==> config.mk <==
export PLATFORM = sky130hd
export DESIGN_NAME = mem_arbiter_flat
export DESIGN_NICKNAME = d
export VERILOG_FILES = /design/src/rtl/mem_pkg.sv /design/src/rtl/mem_arbiter_if.sv /design/src/rtl/rr_arb2.sv /design/src/rtl/mem_arbiter.sv /design/src/flat_wrapper.sv
export SDC_FILE = /design/constraint.sdc
export NUM_CORES = 1
export LEC_CHECK = 0
export CAP_MARGIN = 20
export CORE_MARGIN = 2
export CORE_UTILIZATION = 34
export CTS_CLUSTER_DIAMETER = 50
export DETAILED_ROUTE_END_ITERATION = 7
export HOLD_SLACK_MARGIN = 0.08
export PLACE_DENSITY = 0.95
export SYNTH_ARGS = -nofsm -noshare
export SYNTH_HDL_FRONTEND = slang
export SYNTH_HIERARCHICAL = 1
export SYNTH_SLANG_ARGS = --single-unit
==> constraint.sdc <==
create_clock -name clk -period 2.8 [get_ports clk]
set_clock_uncertainty 0.1 [all_clocks]
set_input_delay 0.56 -clock clk [delete_from_list [all_inputs] [get_ports clk]]
set_output_delay 0.56 -clock clk [all_outputs]
set_load 0.05 [all_outputs]
==> src/rtl/mem_pkg.sv <==
// Shared types and constants for the 8-entry register memory and its arbiter.
// Pure declarations; no logic.
package mem_pkg;
    typedef enum logic [1:0] {
        IDLE  = 2'd0,
        SERVE = 2'd1,
        CLEAR = 2'd2
    } state_e;

    localparam int MEM_DEPTH  = 8;
    localparam int ENTRY_BITS = 3;
    localparam logic [ENTRY_BITS-1:0] LAST_ENTRY = ENTRY_BITS'(MEM_DEPTH - 1);
endpackage

==> src/rtl/mem_arbiter_if.sv <==
// One requester port of the memory arbiter: request/command in, acknowledge/read data out.
// The requester holds req and its command stable until ack; there is no other backpressure.
interface mem_arbiter_if #(
    parameter int WIDTH = 32
) ();
    logic                            req;
    logic                            we;
    logic [mem_pkg::ENTRY_BITS-1:0]  addr;
    logic [WIDTH-1:0]                wdata;
    logic                            ack;
    logic [WIDTH-1:0]                rdata;

    modport master (output req, we, addr, wdata, input  ack, rdata);
    modport slave  (input  req, we, addr, wdata, output ack, rdata);
endinterface

==> src/rtl/rr_arb2.sv <==
// Two-input round-robin picker; grant is combinational from req, `last` updates on upd.
// A sole requester always wins; on a tie the port that was not served last wins.
module rr_arb2 (
    input  logic       clk,
    input  logic       rst,
    input  logic [1:0] req,
    input  logic       upd,
    output logic       gnt_id,
    output logic       gnt_vld
);
    logic last_q;
    logic last_d;

    always_comb begin
        gnt_vld = |req;
        gnt_id  = (req == 2'b11) ? ~last_q : req[1];
        last_d  = upd ? gnt_id : last_q;
    end

    // Reset to port 1 so that port 0 takes the first tie.
    always_ff @(posedge clk or negedge rst) begin
        if (!rst) begin
            last_q <= 1'b1;
        end else begin
            last_q <= last_d;
        end
    end
endmodule

==> src/rtl/mem_arbiter.sv <==
// Shares one memory port between two requesters (ack one cycle after an IDLE sample) and sweeps it to zero on clr_start.
// One access per 2 cycles; requests wait while a clear or the other port is being served.
module mem_arbiter
    import mem_pkg::*;
#(
    parameter int WIDTH      = 32,
    parameter int ADDR_WIDTH = $clog2(WIDTH)
) (
    input  logic                  clk,
    input  logic                  rst,
    mem_arbiter_if.slave          p0,
    mem_arbiter_if.slave          p1,
    input  logic                  clr_start,
    output logic                  busy,
    output logic                  clr_done,
    output logic                  mem_write,
    output logic [ADDR_WIDTH-1:0] mem_addr,
    output logic [WIDTH-1:0]      mem_idata,
    input  logic [WIDTH-1:0]      mem_odata
);
    state_e                state_q, state_d;
    logic [ENTRY_BITS-1:0] cnt_q, cnt_d;
    logic                  wr_q, wr_d;
    logic [ENTRY_BITS-1:0] addr_q, addr_d;
    logic [WIDTH-1:0]      wdata_q, wdata_d;
    logic                  ack0_q, ack0_d;
    logic                  ack1_q, ack1_d;
    logic                  done_q, done_d;
    logic                  arb_upd;
    logic                  gnt_id;
    logic                  gnt_vld;

    rr_arb2 u_arb (
        .clk     (clk),
        .rst     (rst),
        .req     ({p1.req, p0.req}),
        .upd     (arb_upd),
        .gnt_id  (gnt_id),
        .gnt_vld (gnt_vld)
    );

    // The memory-side registers double as the request latches for SERVE.
    always_comb begin
        state_d = state_q;
        cnt_d   = cnt_q;
        wr_d    = 1'b0;
        addr_d  = '0;
        wdata_d = '0;
        ack0_d  = 1'b0;
        ack1_d  = 1'b0;
        done_d  = 1'b0;
        arb_upd = 1'b0;
        case (state_q)
            IDLE: begin
                if (clr_start) begin
                    state_d = CLEAR;
                    cnt_d   = '0;
                    wr_d    = 1'b1;
                end else if (gnt_vld) begin
                    state_d = SERVE;
                    arb_upd = 1'b1;
                    ack0_d  = ~gnt_id;
                    ack1_d  = gnt_id;
                    wr_d    = gnt_id ? p1.we    : p0.we;
                    addr_d  = gnt_id ? p1.addr  : p0.addr;
                    wdata_d = gnt_id ? p1.wdata : p0.wdata;
                end
            end
            SERVE: begin
                state_d = IDLE;
            end
            CLEAR: begin
                if (cnt_q == LAST_ENTRY) begin
                    state_d = IDLE;
                end else begin
                    cnt_d  = cnt_q + 1'b1;
                    wr_d   = 1'b1;
                    addr_d = cnt_d;
                    done_d = (cnt_d == LAST_ENTRY);
                end
            end
            default: begin
                state_d = IDLE;
            end
        endcase
    end

    always_ff @(posedge clk or negedge rst) begin
        if (!rst) begin
            state_q <= IDLE;
            cnt_q   <= '0;
            wr_q    <= 1'b0;
            addr_q  <= '0;
            wdata_q <= '0;
            ack0_q  <= 1'b0;
            ack1_q  <= 1'b0;
            done_q  <= 1'b0;
        end else begin
            state_q <= state_d;
            cnt_q   <= cnt_d;
            wr_q    <= wr_d;
            addr_q  <= addr_d;
            wdata_q <= wdata_d;
            ack0_q  <= ack0_d;
            ack1_q  <= ack1_d;
            done_q  <= done_d;
        end
    end

    assign busy      = (state_q != IDLE);
    assign clr_done  = done_q;
    assign mem_write = wr_q;
    assign mem_addr  = ADDR_WIDTH'(addr_q);
    assign mem_idata = wdata_q;

    // Read data is the only combinational path: the memory read of the latched address.
    assign p0.ack   = ack0_q;
    assign p1.ack   = ack1_q;
    assign p0.rdata = ack0_q ? mem_odata : '0;
    assign p1.rdata = ack1_q ? mem_odata : '0;
endmodule

==> src/flat_wrapper.sv <==
// flat-port wrapper written by rule: the top's interface ports become plain ports
module mem_arbiter_flat import mem_pkg::*;
#(
    parameter int WIDTH      = 32,
    parameter int ADDR_WIDTH = $clog2(WIDTH)
)
  (clk, rst, clr_start, busy, clr_done, mem_write, mem_addr, mem_idata, mem_odata, p0_req, p0_we, p0_addr, p0_wdata, p0_ack, p0_rdata, p1_req, p1_we, p1_addr, p1_wdata, p1_ack, p1_rdata);
  mem_arbiter_if #(.WIDTH(WIDTH)) p0_i ();
  mem_arbiter_if #(.WIDTH(WIDTH)) p1_i ();
  input  logic clk;
  input  logic rst;
  input  logic clr_start;
  output logic busy;
  output logic clr_done;
  output logic mem_write;
  output logic [ADDR_WIDTH-1:0] mem_addr;
  output logic [WIDTH-1:0] mem_idata;
  input  logic [WIDTH-1:0] mem_odata;
  input wire logic [$bits(p0_i.req)-1:0] p0_req;
  input wire logic [$bits(p0_i.we)-1:0] p0_we;
  input wire logic [$bits(p0_i.addr)-1:0] p0_addr;
  input wire logic [$bits(p0_i.wdata)-1:0] p0_wdata;
  output wire logic [$bits(p0_i.ack)-1:0] p0_ack;
  output wire logic [$bits(p0_i.rdata)-1:0] p0_rdata;
  input wire logic [$bits(p1_i.req)-1:0] p1_req;
  input wire logic [$bits(p1_i.we)-1:0] p1_we;
  input wire logic [$bits(p1_i.addr)-1:0] p1_addr;
  input wire logic [$bits(p1_i.wdata)-1:0] p1_wdata;
  output wire logic [$bits(p1_i.ack)-1:0] p1_ack;
  output wire logic [$bits(p1_i.rdata)-1:0] p1_rdata;
  assign p0_i.req = p0_req;
  assign p0_i.we = p0_we;
  assign p0_i.addr = p0_addr;
  assign p0_i.wdata = p0_wdata;
  assign p0_ack = p0_i.ack;
  assign p0_rdata = p0_i.rdata;
  assign p1_i.req = p1_req;
  assign p1_i.we = p1_we;
  assign p1_i.addr = p1_addr;
  assign p1_i.wdata = p1_wdata;
  assign p1_ack = p1_i.ack;
  assign p1_rdata = p1_i.rdata;
  mem_arbiter #(.WIDTH(WIDTH), .ADDR_WIDTH(ADDR_WIDTH)) u_core (.clk(clk), .rst(rst), .p0(p0_i), .p1(p1_i), .clr_start(clr_start), .busy(busy), .clr_done(clr_done), .mem_write(mem_write), .mem_addr(mem_addr), .mem_idata(mem_idata), .mem_odata(mem_odata));
endmodule
# Word-level counts from Yosys, hierarchy flattened

Index checks and enable logic that the tools add are counted.

$add $sub $neg: 1
Equal/unequal tests: 8
Mux-type cells: 35
Bitwise logic cells: 2
Reduce and logical (&&, ||, !) cells: 6

Operator list:

| operator              | number |
|---|---|
| $mux W32              | 6 |
| $mux W3               | 6 |
| $mux W1               | 16 |
| $pmux W3 S2           | 2 |
| $eq A3 B3 Y1 const B  | 2 |
| $mux W2               | 3 |
| $eq A2 B2 Y1 const B  | 2 |
| $ne A2 B2 Y1 const B  | 2 |
| $pmux W2 S2           | 1 |
| $reduce_bool A2 Y1    | 2 |
| $add A3 B1 Y3 const B | 1 |
| $ne A3 B2 Y1 const B  | 1 |
| $reduce_and A3 Y1     | 1 |
| $logic_not A2 Y1      | 1 |
| $ne A2 B1 Y1 const B  | 1 |
| $not A1 Y1            | 2 |
| $pmux W1 S2           | 1 |
| $reduce_and A2 Y1     | 1 |
| $reduce_or A2 Y1      | 1 |

Flip-flop bits (word level): 45
Input bits: 109
Output and inout bits: 106

# Depth between registers and ports, before layout

Gate-level depths: netlist of the first run.

Word-level depth: 6
Mapped depth: 5
Gate-level depth less buffers: 4

# By module

Netlist of the first run, hierarchy kept.

By module, submodules not included:

| module      | times used | cells each | area an instance (um^2) | sequential area each (um^2) |
|---|---|---|---|---|
| mem_arbiter | 1          | 226        | 2,306.0                 | 1,101.1 |
| rr_arb2     | 1          | 4          | 58.8                    | 26.3 |

# Least setup slack after synthesis of the first run

Ideal clock, no wire load.

Kind: reg-to-output
Start: reg u_core.ack0_q (netlist: u_core/p0.ack)
End: out p0_rdata[31]
Data arrival time: 1,352 ps
Path slack: 788 ps
Cell stages (with the launch flop): 3
Buffers on the path: 1
Cell sequence: dfrtp_1 > clkbuf_1 > and2_1

Word-level cells in the longest chain between the ends: 1

Ends and longest elaborated chain:

| what                     | line               | RTL |
|---|---|---|
| start: declaration       | mem_arbiter.sv:26  | `logic ack0_q, ack0_d;` |
| start signal: assignment | mem_arbiter.sv:104 | `ack0_q <= ack0_d;` |
| $mux W32                 | mem_arbiter.sv:119 | `assign p0.rdata = ack0_q ? mem_odata : '0;` |
| end: declaration         | flat_wrapper.sv:24 | `output wire logic [$bits(p0_i.rdata)-1:0] p0_rdata;` |

No other way between the ends.

# Worst setup path in the final report of the first run

Start: reg u_core.state_q[1]
End: out busy

Word-level cells in the longest chain between the ends: 1

Ends and longest elaborated chain:

| what                     | line               | RTL |
|---|---|---|
| start: declaration       | mem_arbiter.sv:21  | `state_e state_q, state_d;` |
| start signal: assignment | mem_arbiter.sv:99  | `state_q <= state_d;` |
| $reduce_bool A2 Y1       | mem_arbiter.sv:110 | `assign busy = (state_q != IDLE);` |
| end: declaration         | flat_wrapper.sv:13 | `output logic busy;` |

No other way between the ends.

==> results of run 1 <==
-- layout make-up --
type                            instances  area (um2)
Clock buffer                            7        86.3
Clock inverter                          1        30.0
Fill cell                             540        2220
Inverter                                4        15.0
Multi-Input combinational cell        165        1140
Sequential cell                        45        1130
Tap cell                               80         100
Timing Repair Buffer                  218        2040
-- report_power, final --
part	leakage, nW	switching, W	total [W]	internal (W)
clock network	0.0585	0.000196	0.000487	0.000291
logic	1.53	0.000879	0.00148	0.000600
registers	0.602	0.0000786	0.000857	0.000779
-- kinds of logic after synthesis --
| family | count (synthesis) | share of synthesized area [%] |
|---|---|---|
| AOI/OAI and AO/OA | 9 | 3.12 |
| buffers and inverters | 21 | 4.76 |
| adders and majority gates | 3 | 1.59 |
| other | 1 | 0.159 |
| muxes | 37 | 15.9 |
| DFF | 45 | 47.7 |
| and+or+nand+nor | 114 | 26.8 |
-- cells in the mapped netlist --
library cell and n:
sky130_fd_sc_hd__a211o_1 1, sky130_fd_sc_hd__a21boi_2 1, sky130_fd_sc_hd__a221o_1 2, sky130_fd_sc_hd__and2_1 67, sky130_fd_sc_hd__and3_1 3, sky130_fd_sc_hd__buf_2 3, sky130_fd_sc_hd__buf_4 2, sky130_fd_sc_hd__buf_6 3
sky130_fd_sc_hd__clkbuf_1 9, sky130_fd_sc_hd__conb_1 1, sky130_fd_sc_hd__dfrtp_1 44, sky130_fd_sc_hd__dfstp_2 1, sky130_fd_sc_hd__ha_1 3, sky130_fd_sc_hd__inv_1 4, sky130_fd_sc_hd__mux2_4 1, sky130_fd_sc_hd__mux2i_1 36
sky130_fd_sc_hd__nand2_1 1, sky130_fd_sc_hd__nand3b_1 1, sky130_fd_sc_hd__nor2_1 36, sky130_fd_sc_hd__nor2b_1 1, sky130_fd_sc_hd__nor4b_1 1, sky130_fd_sc_hd__o21ai_0 1, sky130_fd_sc_hd__o21bai_1 1, sky130_fd_sc_hd__o22ai_1 2
sky130_fd_sc_hd__o32ai_1 1, sky130_fd_sc_hd__or2_1 1, sky130_fd_sc_hd__or2_2 1, sky130_fd_sc_hd__or3b_2 1, sky130_fd_sc_hd__or4b_4 1
-- timing repair --
action,in CTS,in global routing
endpoints found under the hold margin,0,4
resized for setup,0,0
hold buffers,0,1
-- worst max-delay path by stage --
stage	cells after the start	to
floorplan	2	p0_rdata[31]
global placement	5	u_core/u_arb/last_q
detailed placement	5	u_core/u_arb/last_q
CTS	2	busy
global route	2	busy
finish	2	busy
-- state kept, by name, indices dropped and copies added (netlist names) --
name / count
u_core/p0.ack: 1
u_core/mem_write: 1
u_core/mem_idata: 32
u_core/p1.ack: 1
u_core/u_arb/last_q: 1
u_core/addr_q: 3
u_core/cnt_q: 3
u_core/clr_done: 1
u_core/state_q: 2
-- metal layers --
layer / global-route usage (%) / vias up
met5: 0 / -
met4: 5.59 / 0
met3: 6.92 / 10
met2: 38.9 / 135
met1: 19.2 / 1121
li1: - / 1157
-- metrics by stage --
step	hold slack (ns)	power (W)	cell area (um2)	std cells	setup WS, ns
2_1_floorplan	0.164	0.00181	2370	231	0.788
4_1_cts	0.353	0.00285	4510	518	0.319
6_report	0.466	0.00282	4540	520	0.330
3_5_place_dp	0.436	0.00235	4390	510	0.339
3_3_place_gp	0.433	0.00232	4390	510	0.386
5_1_grt	0.476	0.00297	4540	520	0.258
-- critical path: stages, from the launching register on --
cell                              delay (ns)
sky130_fd_sc_hd__dfrtp_1                0.48
sky130_fd_sc_hd__or2_2                  0.34
sky130_fd_sc_hd__clkdlybuf4s50_1        0.71
==> metrics.yaml, run 1 <==
synthesis.instances: 230
grt_antenna_before_repair: 0
ant_nets: 0
cts_num_sinks: 45
placeable_area_mm2: 0.00676
synth_area_leader_cell: "sky130_fd_sc_hd__dfrtp_1"
startpoint_types: "register"
maxUsedRoutingLayer: "met4"
fp.dieW_um: 87.4
layout-drive-gt1-share_pct: 18.9
fin_util_pct: 67.1
route.met3.wl_um: 826
portBuffers: 212
placement_rows: 30
critical_path.max_fanout: 12
timing_max_transition_violations_final: 0
cts.htree.levels: 2
clkLatencyLatePin_ns: 0.28
global_route_wire_length_before_repair_um: 11700
hold-path-endpoint: "u_core/cnt_q[2]"
rsz_0062_raised_after_global_routing: "no"
final_common_cell: "sky130_fd_sc_hd__clkdlybuf4s50_1"
weighted_congestion_at_the_end_of_routability_driven_global_placement: 0.791
worst_hold_path.num_cells: 1
wl_met1_um: 2520
ff_to_ff_start: "u_core/cnt_q[0]"
post_cts.repair.setup_buffers: 0
ctsLongestPathBuffers: 2
dr_wl_met2_um: 4370
die_area_mm2: 0.00764
synthTopCellsByArea: "sky130_fd_sc_hd__dfrtp_1, sky130_fd_sc_hd__and2_1, sky130_fd_sc_hd__mux2i_1"
cts_tree: "built"
critPathCaptureType: "output port"
clock-root-buffer: "sky130_fd_sc_hd__clkbuf_8"
drt_first_iter_violations: 64
num_vias: 2423
drt-total-wl_um: 7860
worstPathArrival_ns: 1.81
synth_cell_types: 29
grt_max_degree: 46
yosysWarnings: 6
grt_remaining_overflow: 0
cts_made_buffers: 5
r2r.worst_path.cells: 4
min_period_over_period_pct: 88.2
worst_ep_required_time_ns: 2.14
dieHeight_um: 87.4
worst_pin_slew_ns: 0.579
gr-usage-all-layers_pct: 19.8
power_density_mw_per_mm2: 622
hold_path_class: "reg2reg"
dp_hpwl_um: 6450
layout.nets: 551
synthesis.area_per_instance_um2: 10.3
netlist_area_pre_place_mm2: 0.00236
final.setup.tns_ns: 0
maxCapViolCount: 0
first_global_vias: 2395
crit-reg2reg-capture: "u_core/addr_q[1]"
worst-setup-path-type: "reg2out"
post_synthesis_register_bit_count: 45
ios: 215
maxSlewHeadroom_pct: 61.3
peakVddDrop_v: 0.000368
commonest_cells_after_routing_fill_and_taps_aside: "sky130_fd_sc_hd__clkdlybuf4s50_1, sky130_fd_sc_hd__and2_1, sky130_fd_sc_hd__buf_4"
syn2layout_area_growth_pct: 91.9
cellLeakagePower_nw: 2.19
synth.yosys.seq_area_share_pct: 47.7
detail_route.drc_violations: 0
path_clk_slew_ns: 0.08
n_antenna_cell: 0
reg2reg_setup_slack_ns: 1.01
drt-pass1-iter-count: 4
floorplan.initialDensity_pct: 35.0
fmax_ghz: 0.405
clock_period_minus_worst_slack_ns: 2.47
min_from: "u_core/cnt_q[2]"
detail_route.vias_per_cell: 4.66
routedWlPerCell_um: 15.1
crit_start: "u_core/state_q[1]"
netlist.area_leader.share_pct: 46.6
finalHoldViolCount: 0
outcome: "finished clean"
setup_viol: 0
Note: power is estimated with default switching activity, not from simulation.
==> run 2, diff against run 1 <==
Settings changed: SKIP_CTS_REPAIR_TIMING set to 1.
==> results of run 2 <==
Final layout, timing and power as in run 1 (identical DEF).
